[config.mk]
export PLATFORM = sky130hd
export DESIGN_NAME = vram_arbiter
export DESIGN_NICKNAME = d
export VERILOG_FILES = /design/src/rtl/vram_arbiter.sv
export SDC_FILE = /design/constraint.sdc
export NUM_CORES = 1
export LEC_CHECK = 0
export BUFFER_PORTS_ARGS = -buffer_cell sky130_fd_sc_hd__buf_4
export CORE_ASPECT_RATIO = 2
export CORE_MARGIN = 1
export CORE_UTILIZATION = 47
export DETAILED_ROUTE_END_ITERATION = 6
export PLACE_DENSITY = 0.84
export SKIP_CTS_REPAIR_TIMING = 1
export SYNTH_ARGS = -nofsm -noshare
export SYNTH_HDL_FRONTEND = slang
export SYNTH_SLANG_ARGS = --single-unit
[constraint.sdc]
create_clock -name clk -period 3 [get_ports clk]
set_clock_uncertainty 0.2 [all_clocks]
set_input_delay 0.45 -clock clk [delete_from_list [all_inputs] [get_ports clk]]
set_output_delay 0.45 -clock clk [all_outputs]
set_load 0.03 [all_outputs]
[src/rtl/vram_arbiter.sv]
// Three-way arbiter for the single-port 8 KB VRAM: video has fixed priority,
// CPU and DMA share round-robin, and a starvation guard lets them pre-empt video.
module vram_arbiter #(
    parameter int MAX_WAIT = 4
) (
    input  logic        clk,
    input  logic        reset,
    input  logic        vid_req,
    input  logic [12:0] vid_addr,
    output logic [7:0]  vid_data,
    output logic        vid_valid,
    output logic        vid_miss,
    input  logic        cpu_req,
    input  logic        cpu_we,
    input  logic [12:0] cpu_addr,
    input  logic [7:0]  cpu_wdata,
    output logic [7:0]  cpu_rdata,
    output logic        cpu_ack,
    input  logic        dma_req,
    input  logic [12:0] dma_addr,
    input  logic [7:0]  dma_wdata,
    output logic        dma_ack,
    output logic [12:0] ram_addr,
    output logic        ram_we,
    output logic [7:0]  ram_wdata,
    input  logic [7:0]  ram_rdata
);

    typedef enum logic [1:0] {
        TAG_NONE = 2'd0,
        TAG_VID  = 2'd1,
        TAG_CPU  = 2'd2
    } tag_e;

    localparam logic [3:0] MAX_WAIT_C = 4'(MAX_WAIT);

    logic [12:0] ram_addr_q, ram_addr_d;
    logic        ram_we_q, ram_we_d;
    logic [7:0]  ram_wdata_q, ram_wdata_d;
    logic [7:0]  vid_data_q, vid_data_d;
    logic        vid_valid_q, vid_valid_d;
    logic        vid_miss_q, vid_miss_d;
    logic [7:0]  cpu_rdata_q, cpu_rdata_d;
    logic        cpu_ack_q, cpu_ack_d;
    logic        dma_ack_q, dma_ack_d;
    logic        rr_q, rr_d;
    logic [3:0]  wait_cpu_q, wait_cpu_d;
    logic [3:0]  wait_dma_q, wait_dma_d;
    tag_e        tag1_q, tag1_d;
    tag_e        tag2_q, tag2_d;

    logic cpu_elig, dma_elig, cpu_force, dma_force;
    logic grant_vid, grant_cpu, grant_dma;

    // A requester stays ineligible until the cycle after its ack, so a req
    // still held during the ack cycle is not mistaken for a new one.
    always_comb begin
        cpu_elig  = cpu_req && (tag1_q != TAG_CPU) && (tag2_q != TAG_CPU) && !cpu_ack_q;
        dma_elig  = dma_req && !dma_ack_q;
        cpu_force = cpu_elig && (wait_cpu_q == MAX_WAIT_C);
        dma_force = dma_elig && (wait_dma_q == MAX_WAIT_C);
        grant_vid = 1'b0;
        grant_cpu = 1'b0;
        grant_dma = 1'b0;
        if (cpu_force && dma_force) begin
            grant_cpu = !rr_q;
            grant_dma = rr_q;
        end else if (cpu_force) begin
            grant_cpu = 1'b1;
        end else if (dma_force) begin
            grant_dma = 1'b1;
        end else if (vid_req) begin
            grant_vid = 1'b1;
        end else if (cpu_elig && dma_elig) begin
            grant_cpu = !rr_q;
            grant_dma = rr_q;
        end else begin
            grant_cpu = cpu_elig;
            grant_dma = dma_elig;
        end
    end

    always_comb begin
        ram_addr_d  = ram_addr_q;
        ram_wdata_d = ram_wdata_q;
        ram_we_d    = 1'b0;
        rr_d        = rr_q;
        tag1_d      = TAG_NONE;
        tag2_d      = tag1_q;
        cpu_ack_d   = 1'b0;
        dma_ack_d   = 1'b0;
        vid_miss_d  = vid_req && (cpu_force || dma_force);
        vid_valid_d = (tag2_q == TAG_VID);
        vid_data_d  = vid_data_q;
        cpu_rdata_d = cpu_rdata_q;

        // Read data returns two edges after the grant; the tag says whose it is.
        if (tag2_q == TAG_VID) begin
            vid_data_d = ram_rdata;
        end else if (tag2_q == TAG_CPU) begin
            cpu_rdata_d = ram_rdata;
            cpu_ack_d   = 1'b1;
        end

        if (grant_vid) begin
            ram_addr_d = vid_addr;
            tag1_d     = TAG_VID;
        end else if (grant_cpu) begin
            ram_addr_d = cpu_addr;
            rr_d       = 1'b1;
            if (cpu_we) begin
                ram_we_d    = 1'b1;
                ram_wdata_d = cpu_wdata;
                cpu_ack_d   = 1'b1;
            end else begin
                tag1_d = TAG_CPU;
            end
        end else if (grant_dma) begin
            ram_addr_d  = dma_addr;
            ram_we_d    = 1'b1;
            ram_wdata_d = dma_wdata;
            dma_ack_d   = 1'b1;
            rr_d        = 1'b0;
        end

        wait_cpu_d = wait_cpu_q;
        if (!cpu_req || grant_cpu) begin
            wait_cpu_d = 4'd0;
        end else if (cpu_elig && grant_vid && wait_cpu_q != 4'hF) begin
            wait_cpu_d = wait_cpu_q + 4'd1;
        end

        wait_dma_d = wait_dma_q;
        if (!dma_req || grant_dma) begin
            wait_dma_d = 4'd0;
        end else if (dma_elig && grant_vid && wait_dma_q != 4'hF) begin
            wait_dma_d = wait_dma_q + 4'd1;
        end
    end

    always_ff @(posedge clk) begin
        if (reset) begin
            ram_addr_q  <= '0;
            ram_we_q    <= 1'b0;
            ram_wdata_q <= '0;
            vid_data_q  <= '0;
            vid_valid_q <= 1'b0;
            vid_miss_q  <= 1'b0;
            cpu_rdata_q <= '0;
            cpu_ack_q   <= 1'b0;
            dma_ack_q   <= 1'b0;
            rr_q        <= 1'b0;
            wait_cpu_q  <= '0;
            wait_dma_q  <= '0;
            tag1_q      <= TAG_NONE;
            tag2_q      <= TAG_NONE;
        end else begin
            ram_addr_q  <= ram_addr_d;
            ram_we_q    <= ram_we_d;
            ram_wdata_q <= ram_wdata_d;
            vid_data_q  <= vid_data_d;
            vid_valid_q <= vid_valid_d;
            vid_miss_q  <= vid_miss_d;
            cpu_rdata_q <= cpu_rdata_d;
            cpu_ack_q   <= cpu_ack_d;
            dma_ack_q   <= dma_ack_d;
            rr_q        <= rr_d;
            wait_cpu_q  <= wait_cpu_d;
            wait_dma_q  <= wait_dma_d;
            tag1_q      <= tag1_d;
            tag2_q      <= tag2_d;
        end
    end

    assign ram_addr  = ram_addr_q;
    assign ram_we    = ram_we_q;
    assign ram_wdata = ram_wdata_q;
    assign vid_data  = vid_data_q;
    assign vid_valid = vid_valid_q;
    assign vid_miss  = vid_miss_q;
    assign cpu_rdata = cpu_rdata_q;
    assign cpu_ack   = cpu_ack_q;
    assign dma_ack   = dma_ack_q;

endmodule

==> results.py <==
metrics = {
    "run_status": {
        "status": "finished clean",
    },
    "route": {
        "dr.pass1.iters": 4,
        "routed_via_density": 5.696,
        "drt-total-wl_um": 6533,
        "ant_nets": 0,
        "drc": 0,
        "wl_per_cell_um": 15.16,
        "vias": 2455,
        "drt_iter0_markers": 64,
    },
    "finish": {
        "n_antenna_cell": 0,
        "fin_util_pct": 67.88,
        "layout_common_cells": "118 x buf_4, 55 x dfxtp_1, 33 x nand2_1, 27 x a21oi_1, 18 x nor2_1",
        "fill_cells": 392,
        "drive_gt1_share_pct": 37.00,
        "final_common_cell": "buf_4",
        "area_growth_pct": 38.71,
        "nNetsFinal": 445,
        "regArea_um2": 1101,
        "multi_input_area_um2": 1291,
    },
    "setup_path": {
        "start_kind": "flop",
        "crit_start": "wait_cpu_q[0]",
        "arrival_ps": 2500,
        "worstSetupPathType": "reg -> reg",
        "cp.required_ps": 3040,
        "path_max_fanout": 11,
        "crit_path_end_kind": "flop",
        "r2r-start": "wait_cpu_q[0]",
    },
    "clocking": {
        "cts_made_buffers": 5,
        "insertion_delay_ps": 310,
        "h-tree-depth": 2,
        "cts-root-buf": "clkbuf_8",
        "cts_tree": "yes",
        "ctsLongestPathBuffers": 2,
        "cts_sinks": 55,
        "path_clk_slew_ps": 100,
    },
    "grt": {
        "grt_pass1_vias": 2381,
        "grt_pass1_wl_um": 10260,
        "antenna_found_initial": 0,
        "grt_max_degree": 29,
        "grt-ovfl-total": 0,
        "grt_use_total_pct": 24.34,
    },
    "yosys": {
        "yosys-top-cells-area": "dfxtp_1 44%, a221o_1 5.6%, a21oi_1 5.4%",
        "syn_nets": 340,
        "async_reset_ff_share_pct": 0,
        "synth_area_per_cell_um2": 9.419,
        "ys_seq_area_share_pct": 43.78,
        "synth_largest_area_cell": "dfxtp_1",
        "ys_ff_latch": 55,
        "synth_ff_type": "dfxtp_1",
        "syn-instance-count": 267,
        "syn_area_um2": 2515,
        "ys_types": 45,
        "synth-edff-count": 0,
        "yosysWarnings": 0,
        "synth.top_cell.area_share_pct": 43.78,
    },
    "run": {
        "maxCapViolCount": 0,
    },
    "sta": {
        "relSlewSlack_pct": 62.72,
        "tns_ps": 0,
        "finalHoldViolations": 0,
        "rsz0062_at_grt": "no",
        "layout_setup_ws_ps": 536.8,
        "fmax_ghz": 0.4060,
        "period_needed_ps": 2463,
        "worstMarginPinSlew_ps": 557.5,
        "post-route-period-util_pct": 82.11,
        "setup_violations": 0,
        "maxSlewViolCount": 0,
    },
    "hold_path": {
        "hold_start": "cpu_addr[4]",
        "min_path_type": "in -> reg",
    },
    "floorplanning": {
        "ios": 111,
        "rows": 37,
        "core_region_area_um2": 5139,
        "start_util_pct": 48.94,
        "dieArea_um2": 5665,
        "fp.dieW_um": 53.73,
        "die_height_um": 105.5,
    },
    "pwr": {
        "p_leak_nw": 1.516,
        "power_density_nw_per_um2": 457.0,
        "peakVddDrop_uv": 465.7,
    },
    "place": {
        "io_buffer_count": 110,
        "gp_congestion": 0.8139,
        "dp_hpwl_um": 4982,
        "place_ws_ps": 567.0,
    },
}
## worst paths after layout
kind | to | slack (ps) | depth (start not counted)
min | ram_addr[4] | 150 | 2
max reg2reg | ram_we | 540 | 7
max | ram_we | 540 | 7
min reg2reg | vid_data[5] | 260 | 2
## cell type report
cell class / count / area share, %
clock buffers: 5 / 1.973
clock inverters: 3 / 1.327
inverters: 6 / 0.6456
multi-input cells: 186 / 37.02
flip-flops and latches: 55 / 31.56
well taps: 58 / 2.080
repair buffers: 118 / 25.39
## synth_stat cells, types with 3 or more instances
cell and instances:
dfxtp_1 55, nand2_1 33, a21oi_1 27, nor2_1 18
a221o_1 14, a22o_1 13, clkbuf_1 11, mux2i_1 9
o211ai_1 9, o311ai_0 8, inv_1 6, nand3_1 5
buf_2 4, ha_1 4, nand2b_1 4, nor2b_1 4
xnor2_1 4, buf_6 3, nand4_1 3, nor3_1 3
## metal layers
layer / part of all wire (%) / GRT usage [%]
met2: 57 / 46.30
met5: 0 / 0
met1: 34 / 23.26
met4: 3.2 / 10.71
met3: 5.4 / 3.752
## critical path: stages, from the launching register on
cell and delay (ps):
dfxtp_1 360, inv_1 80, ha_1 250, and3b_1 180, maj3_2 420, o21ai_4 310
o22a_1 370, nor3b_1 210
## state kept, by name, summed over array words and instances (netlist names)
| name | count |
|---|---|
| cpu_ack | 1 |
| cpu_rdata | 8 |
| dma_ack | 1 |
| ram_addr | 13 |
| ram_wdata | 8 |
| ram_we | 1 |
| rr_q | 1 |
| tag1_q | 2 |
| tag2_q | 2 |
| vid_data | 8 |
| vid_miss | 1 |
| vid_valid | 1 |
| wait_cpu_q | 4 |
| wait_dma_q | 4 |
## cells by family (layout without fill, tap and decap cells)
| group | count (synthesis) | in the layout | share of synthesized area [%] |
|---|---|---|---|
| buffers and inverters | 26 | 132 | 5.124 |
| adders and majority gates | 5 | 5 | 2.438 |
| DFF | 55 | 55 | 43.78 |
| xor gates and xnor gates | 6 | 6 | 2.090 |
| muxes | 10 | 10 | 4.030 |
| AOI/OAI and AO/OA | 79 | 79 | 24.48 |
| and+or+nand+nor | 86 | 86 | 18.06 |
## report_power, final
part	switching (mW)	leakage, nW	total, mW	internal, mW
Sequential	0.0208	0.449	0.782	0.761
Combinational	0.158	1.01	0.302	0.144
Clock	0.258	0.0548	0.510	0.252
## stage by stage
step / total power, mW / cell area [um2] / hold WS, ps / std cells
4_1_cts: 1.598 / 3488 / 150.9 / 431
3_5_place_dp: 1.099 / 3373 / 248.3 / 423
3_3_place_gp: 1.094 / 3373 / 237.1 / 423
5_1_grt: 1.645 / 3488 / 151.2 / 431
6_report: 1.594 / 3488 / 150.7 / 431
2_1_floorplan: 0.9593 / 2515 / 230.4 / 267
No activity file was read; power rests on OpenSTA's default activity.
